## config.mk

```make
export PLATFORM = sky130hd
export DESIGN_NAME = digdug_hvgen
export DESIGN_NICKNAME = d
export VERILOG_FILES = /design/src/rtl/digdug_hv_pkg.sv /design/src/rtl/digdug_rgb_expand.sv /design/src/rtl/digdug_hvgen.sv
export SDC_FILE = /design/constraint.sdc
export NUM_CORES = 1
export LEC_CHECK = 0
export CAP_MARGIN = 20
export CORE_MARGIN = 2
export CORE_UTILIZATION = 39
export CTS_CLUSTER_SIZE = 10
export DETAILED_ROUTE_END_ITERATION = 8
export GPL_TIMING_DRIVEN = 0
export PLACE_DENSITY = 0.66
export RECOVER_POWER = 100
export REMOVE_ABC_BUFFERS = 1
export SYNTH_ARGS = -nofsm -noshare
export SYNTH_HDL_FRONTEND = slang
export SYNTH_SLANG_ARGS = --single-unit
```

## constraint.sdc

```tcl
create_clock -name MCLK -period 3 [get_ports MCLK]
set_input_delay 0.6 -clock MCLK [delete_from_list [all_inputs] [get_ports MCLK]]
set_output_delay 0.6 -clock MCLK [all_outputs]
set_load 0.01 [all_outputs]
```

## src/rtl/digdug_hv_pkg.sv

```systemverilog
// -----------------------------------------------------------------------------
// digdug_hv_pkg
// Shared timing constants and types for the Dig Dug video timing generator.
//   H_TOTAL/V_TOTAL     : pixels per line / lines per frame
//   H_ACTIVE            : visible pixels per line
//   V_START/V_END       : first visible line / first line after visible area
//   HS_START/HS_LEN     : horizontal sync window start and width (pixels)
//   VS_LEN              : vertical sync width (lines)
//   CE_DIV_DEFAULT      : MCLK cycles per pixel
//   hv_cnt_t            : 9-bit pixel/line counter type
//   rgb_t               : 24-bit expanded colour
// -----------------------------------------------------------------------------
package digdug_hv_pkg;

    localparam int H_TOTAL        = 384;
    localparam int V_TOTAL        = 264;
    localparam int H_ACTIVE       = 288;
    localparam int V_START        = 16;
    localparam int V_END          = 240;
    localparam int HS_START       = 304;
    localparam int HS_LEN         = 32;
    localparam int VS_LEN         = 3;
    localparam int CE_DIV_DEFAULT = 8;

    typedef logic [8:0] hv_cnt_t;

    typedef struct packed {
        logic [7:0] r;
        logic [7:0] g;
        logic [7:0] b;
    } rgb_t;

endpackage

```

## src/rtl/digdug_rgb_expand.sv

```systemverilog
// -----------------------------------------------------------------------------
// digdug_rgb_expand
// Combinational expansion of the core's 8-bit palette byte to 24-bit RGB by
// bit replication, so full scale maps to 8'hFF and zero stays zero.
//   pout_i [7:0] : palette byte, [2:0]=R, [5:3]=G, [7:6]=B
//   rgb_o        : expanded colour
// -----------------------------------------------------------------------------
module digdug_rgb_expand
    import digdug_hv_pkg::*;
(
    input  logic [7:0] pout_i,
    output rgb_t       rgb_o
);

    assign rgb_o.r = {pout_i[2:0], pout_i[2:0], pout_i[2:1]};
    assign rgb_o.g = {pout_i[5:3], pout_i[5:3], pout_i[5:4]};
    assign rgb_o.b = {4{pout_i[7:6]}};

endmodule

```

## src/rtl/digdug_hvgen.sv

```systemverilog
// -----------------------------------------------------------------------------
// digdug_hvgen
// Video timing generator and pixel output stage for the Dig Dug core.
// Divides MCLK down to a one-cycle pixel enable, runs the PH/PV counters,
// decodes registered blank/sync flags aligned with PH/PV, and pipes the
// palette byte through two pixel-tick stages to 24-bit RGB.
//
// Ports:
//   MCLK        in   master clock
//   RESET       in   synchronous active-high reset
//   POUT[7:0]   in   palette byte from the core
//   HOFS/VOFS   in   sync offsets, two's complement (only with
//                    DIGDUG_HVGEN_ADJUST_EN defined)
//   CE_PIX      out  one-MCLK-wide pixel enable
//   PH/PV[8:0]  out  pixel / line counters
//   HBLK/VBLK   out  blanking flags
//   HSYNC/VSYNC out  active-high syncs
//   R/G/B[7:0]  out  expanded colour, zero while blanked
//
// Build option: define DIGDUG_HVGEN_ADJUST_EN to add HOFS/VOFS sync shifting.
// -----------------------------------------------------------------------------
module digdug_hvgen #(
    parameter int CE_DIV   = digdug_hv_pkg::CE_DIV_DEFAULT,
    parameter int H_TOTAL  = digdug_hv_pkg::H_TOTAL,
    parameter int V_TOTAL  = digdug_hv_pkg::V_TOTAL,
    parameter int H_ACTIVE = digdug_hv_pkg::H_ACTIVE,
    parameter int V_START  = digdug_hv_pkg::V_START,
    parameter int V_END    = digdug_hv_pkg::V_END,
    parameter int HS_START = digdug_hv_pkg::HS_START,
    parameter int HS_LEN   = digdug_hv_pkg::HS_LEN,
    parameter int VS_LEN   = digdug_hv_pkg::VS_LEN
) (
    input  logic       MCLK,
    input  logic       RESET,
    input  logic [7:0] POUT,
`ifdef DIGDUG_HVGEN_ADJUST_EN
    input  logic [3:0] HOFS,
    input  logic [3:0] VOFS,
`endif
    output logic       CE_PIX,
    output logic [8:0] PH,
    output logic [8:0] PV,
    output logic       HBLK,
    output logic       VBLK,
    output logic       HSYNC,
    output logic       VSYNC,
    output logic [7:0] R,
    output logic [7:0] G,
    output logic [7:0] B
);

    logic [3:0]                 div_q;
    digdug_hv_pkg::hv_cnt_t     ph_q, pv_q, ph_d, pv_d;
    logic                       hblk_q, vblk_q, hs_q, vs_q;
    logic                       hs_d, vs_d;
    logic [7:0]                 pix_s1_q;
    logic                       blank_s1_q;
    digdug_hv_pkg::rgb_t        rgb_q, rgb_x;
    logic                       ce;
    logic [3:0]                 hofs_d, vofs_d;

    assign ce = (div_q == 4'(CE_DIV - 1));

`ifdef DIGDUG_HVGEN_ADJUST_EN
    logic [3:0] hofs_q, vofs_q;
    // Offsets only change on the first tick of a frame so a frame never
    // sees two different sync positions.
    assign hofs_d = (ce && ph_q == '0 && pv_q == '0) ? HOFS : hofs_q;
    assign vofs_d = (ce && ph_q == '0 && pv_q == '0) ? VOFS : vofs_q;
`else
    assign hofs_d = 4'd0;
    assign vofs_d = 4'd0;
`endif

    // Next counter values; only committed on a pixel tick.
    always_comb begin
        ph_d = ph_q + 9'd1;
        pv_d = pv_q;
        if (ph_q >= 9'(H_TOTAL - 1)) begin
            ph_d = '0;
            pv_d = (pv_q >= 9'(V_TOTAL - 1)) ? 9'd0 : pv_q + 9'd1;
        end
    end

    // Sync windows, decoded from the next counter values so the registered
    // flags line up with PH/PV.
    logic [8:0] hs_lo, hs_hi;
    logic [9:0] vt10, lo_raw, hi_raw, vs_lo, vs_hi, pv10;
    always_comb begin
        hs_lo  = 9'(HS_START) + {{5{hofs_d[3]}}, hofs_d};
        hs_hi  = hs_lo + 9'(HS_LEN);
        hs_d   = (ph_d >= hs_lo) && (ph_d < hs_hi);

        vt10   = 10'(V_TOTAL);
        pv10   = {1'b0, pv_d};
        lo_raw = {{6{vofs_d[3]}}, vofs_d};
        hi_raw = lo_raw + 10'(VS_LEN);
        // Negative offsets fold back into the end of the previous frame.
        vs_lo  = vofs_d[3] ? lo_raw + vt10 : lo_raw;
        vs_hi  = hi_raw[9] ? hi_raw + vt10 : hi_raw;
        if (vs_hi >= vt10) begin
            vs_hi = vs_hi - vt10;
        end
        // A window whose end wrapped past zero covers [lo, V_TOTAL) and [0, hi).
        if (vs_lo < vs_hi) begin
            vs_d = (pv10 >= vs_lo) && (pv10 < vs_hi);
        end else begin
            vs_d = (pv10 >= vs_lo) || (pv10 < vs_hi);
        end
    end

    digdug_rgb_expand u_expand (
        .pout_i (pix_s1_q),
        .rgb_o  (rgb_x)
    );

    always_ff @(posedge MCLK) begin
        if (RESET) begin
            div_q      <= '0;
            ph_q       <= '0;
            pv_q       <= '0;
            hblk_q     <= 1'b0;
            vblk_q     <= 1'b1;
            hs_q       <= 1'b0;
            vs_q       <= 1'b0;
            pix_s1_q   <= '0;
            blank_s1_q <= 1'b1;
            rgb_q      <= '0;
`ifdef DIGDUG_HVGEN_ADJUST_EN
            hofs_q     <= '0;
            vofs_q     <= '0;
`endif
        end else begin
            div_q <= ce ? 4'd0 : div_q + 4'd1;
`ifdef DIGDUG_HVGEN_ADJUST_EN
            hofs_q <= hofs_d;
            vofs_q <= vofs_d;
`endif
            if (ce) begin
                ph_q       <= ph_d;
                pv_q       <= pv_d;
                hblk_q     <= (ph_d >= 9'(H_ACTIVE));
                vblk_q     <= (pv_d < 9'(V_START)) || (pv_d >= 9'(V_END));
                hs_q       <= hs_d;
                vs_q       <= vs_d;
                // Stage 1 captures the byte with the blank state of the
                // pixel currently on PH/PV.
                pix_s1_q   <= POUT;
                blank_s1_q <= hblk_q | vblk_q;
                rgb_q      <= blank_s1_q ? '0 : rgb_x;
            end
        end
    end

    assign CE_PIX = ce;
    assign PH     = ph_q;
    assign PV     = pv_q;
    assign HBLK   = hblk_q;
    assign VBLK   = vblk_q;
    assign HSYNC  = hs_q;
    assign VSYNC  = vs_q;
    assign R      = rgb_q.r;
    assign G      = rgb_q.g;
    assign B      = rgb_q.b;

endmodule
```

==> impl_metrics.tcl <==
set metrics [dict create \
    run_status "finished with violations" \
    failed_checks "max-capacitance violations, max-slew violations" \
    cts.reportedPaths.clkPinSlew_ns 0.08 \
    largest_voltage_drop_on_the_vdd_net_mv 0.188 \
    final_antenna_net_count 0 \
    final-hold-violation-count 0 \
    clk_path_buf_depth 2 \
    cts.sink_count 43 \
    postSynthCellCount 295 \
    die_extent_in_x_um 80.5 \
    grt_pass1_wl_mm 9.02 \
    combinationalPowerShare 0.028 \
    timing.final.setup_violations 0 \
    worst_relative_slew_slack -0.242 \
    num-nets-final 344 \
    core_area_mm2 0.00557 \
    wl_per_cell_um 13.5 \
    finalHoldWorstSlack_ns 0.459 \
    grt.overflow.total 0 \
    dieHeight_um 80.5 \
    tritoncts_clock_tree "built" \
    critical_path.endpoint_type "primary output" \
    mostFrequentLayoutCell "sky130_fd_sc_hd__nand2_1" \
    globalplace.congestion 0.856 \
    holdCritPathClass "reg2reg" \
    wirelength_mm 5.44 \
    setup.worst_path.class "reg2out" \
    drt_first_pass_iters 4 \
    layout.cells.most_common_list "55 x sky130_fd_sc_hd__nand2_1, 46 x sky130_fd_sc_hd__dlygate4sd3_1, 43 x sky130_fd_sc_hd__dfxtp_1" \
    timing.fmax_mhz 353 \
    detail_route.drc_violations 0 \
    synth_cell_type_count 48 \
    detailed_routing_wirelength_on_met1_mm 2.55 \
    dp_hpwl_mm 3.53 \
    wl_met2_mm 2.53 \
    n_fill_cell 557 \
    grt_usage 0.174 \
    leakagePower_uw 0.00115 \
    final_layout_size_suffix_gt1_frac 0.0602 \
    top_level_ports 57 \
    h-tree-depth 2 \
    largest_net_degree_at_the_start_of_global_routing 42 \
    period_share 0.945 \
    grt_antenna_before_repair 0 \
    cp.arrival_ns 2.23 \
    layout_min_cycle_time_ns 2.83 \
    cell_area_after_synthesis_mm2 0.00228 \
    cp_max_fo 29 \
    site_row_count 27 \
    antenna-diode-count 0 \
    num_vias 2150 \
    number_of_hold_buffers_added_after_cts 0 \
    power_switching_uw 218 \
    number_of_global_route_vias_before_repair 1943 \
    buffer_type_at_the_clock_tree_root "sky130_fd_sc_hd__clkbuf_8" \
    synthesis.yosys.warnings 0 \
    power.share.sequential 0.507 \
    rsz_0062_raised_after_global_routing "false" \
    synth.yosys.seq_area_share 0.377 \
    power-per-cell-area_mw_per_mm2 394 \
    worst-endpoint-required_ns 2.40 \
    drt_iter0_drc 107 \
    wl_met3_um 324 \
    drv_cap 1 \
    fin_ws_ns 0.166 \
    synth_edf_count 0 \
    fin_tns_setup_ns 0 \
    finalPower_uw 1140 \
    synth-async-reset-ratio 0 \
    vias_per_cell 5.32 \
    design.die.area_mm2 0.00648 \
    ys_dominant_reg_cell "sky130_fd_sc_hd__dfxtp_1" \
    post-place-ws_ns -0.222 \
    final-max-slew-violation-count 42 \
    highest_layer "met4" \
    synth_seq_cells 43 \
    cellInternalPower_uw 922 \
    netSwitchingFraction 0.191 \
    critPathLaunchType "flop" \
    portBuffers 56 \
    skew_ns 0.00701 \
    cts_made_buffers 5 \
    power.share.clock 0.465 \
    placed_cell_area_mm2 0.00275 \
    fin_area_mm2 0.00289 \
    clock_latency_late_sink_ns 0.29 \
    worst_slew_pin_slew_ns 1.86 \
    area_growth_syn_to_layout_pct 26.7 \
    starting_density 0.409 \
    post_syn_area_per_cell_um2 7.73 \
]
==> timing repair <==
item | 4_1_cts | 5_1_grt
endpoints found under the setup margin | 6 | 0
resized for setup | 1 | 0
buffers inserted | 1 | 0
==> layer usage <==
| layer | vias up | global-route usage |
|---|---|---|
| met5 | - | 0 |
| met4 | 0 | 0.0356 |
| met3 | 5 | 0.0393 |
| met2 | 71 | 0.284 |
| met1 | 984 | 0.235 |
| li1 | 1090 | - |
==> through the flow <==
stage,utilization,instances
CTS,0.520,404
floorplan,-,265
detailed placement,0.493,394
finish,0.518,404
global route,0.518,404
global placement,0.492,393
==> worst max-delay path, cell delays in order, from the launching register on <==
cell and delay (ns):
sky130_fd_sc_hd__dfxtp_1 0.33, sky130_fd_sc_hd__ha_1 0.23, sky130_fd_sc_hd__nand2_1 0.08, sky130_fd_sc_hd__or2_2 0.51, sky130_fd_sc_hd__clkinvlp_4 0.27, sky130_fd_sc_hd__clkdlybuf4s50_1 0.53
==> sequential cells by signal, summed over array words and instances, names as in the netlist <==
signal,cells
PH,9
VBLK,1
PV,9
div_q,4
HBLK,1
G,3
HSYNC,1
blank_s1_q,1
R,3
B,2
VSYNC,1
pix_s1_q,8
==> power by group through the flow <==
stage               Sequential (uW)  Clock, uW  Combinational (uW)
finish                          578        530                31.5
global route                    579        568                34.6
CTS                             578        541                32.1
detailed placement              591          0                31.4
global placement                591          0                32.7
floorplan                       591          0                8.87
==> cells in the mapped netlist, types with 2 or more instances <==
cell / instances / area, um^2
sky130_fd_sc_hd__ha_1: 3 / 37.5
sky130_fd_sc_hd__buf_6: 2 / 22.5
sky130_fd_sc_hd__nor2_1: 26 / 97.6
sky130_fd_sc_hd__xor2_1: 4 / 35.0
sky130_fd_sc_hd__o21ai_0: 12 / 60.1
sky130_fd_sc_hd__or3_1: 2 / 12.5
sky130_fd_sc_hd__dfxtp_1: 43 / 861
sky130_fd_sc_hd__xnor2_1: 2 / 17.5
sky130_fd_sc_hd__nor3_1: 12 / 60.1
sky130_fd_sc_hd__and2_1: 3 / 18.8
sky130_fd_sc_hd__inv_1: 6 / 22.5
sky130_fd_sc_hd__a221oi_1: 2 / 17.5
sky130_fd_sc_hd__o22ai_1: 2 / 12.5
sky130_fd_sc_hd__a211oi_1: 2 / 15.0
sky130_fd_sc_hd__buf_4: 16 / 120
sky130_fd_sc_hd__nand3b_1: 12 / 90.1
sky130_fd_sc_hd__a21oi_1: 38 / 190
sky130_fd_sc_hd__nand3_1: 9 / 45.0
sky130_fd_sc_hd__nand2_1: 55 / 206
sky130_fd_sc_hd__o21ai_1: 3 / 15.0
sky130_fd_sc_hd__and3_1: 2 / 12.5
sky130_fd_sc_hd__clkbuf_1: 10 / 37.5
sky130_fd_sc_hd__or2_2: 3 / 18.8
sky130_fd_sc_hd__nor4_1: 2 / 12.5
==> kinds of logic (layout without fill, tap and decap cells) <==
group                      Yosys count  after routing  share of synthesized area
DFF                                 43             43                      0.377
adders and majority gates            3              3                     0.0165
xor gates and xnor gates             6              6                     0.0230
AOI/OAI and AO/OA                   74             74                      0.211
buffers and inverters               36             73                     0.0927
and+or+nand+nor                    133            133                      0.279
==> cell type report <==
type | instances | area (um^2) | share of cell area
clock buffers | 6 | 72.6 | 0.0251
inverters | 6 | 26.3 | 0.00909
clock inverters | 2 | 60.1 | 0.0208
repair buffers | 58 | 573 | 0.198
repair inverters | 1 | 5.00 | 0.00173
multi-input cells | 216 | 1200 | 0.416
flip-flops and latches | 43 | 861 | 0.298
well taps | 72 | 90.1 | 0.0312
==> final timing paths <==
kind	slack (ns)	cells past startpoint	from	end
max	0.17	5	div_q[0]	CE_PIX
min	0.46	2	pix_s1_q[1]	pix_s1_q[1]
max reg2reg	0.31	7	PH[0]	VSYNC
min reg2reg	0.46	2	pix_s1_q[1]	pix_s1_q[1]
Note: power is estimated with default switching activity, not from simulation.
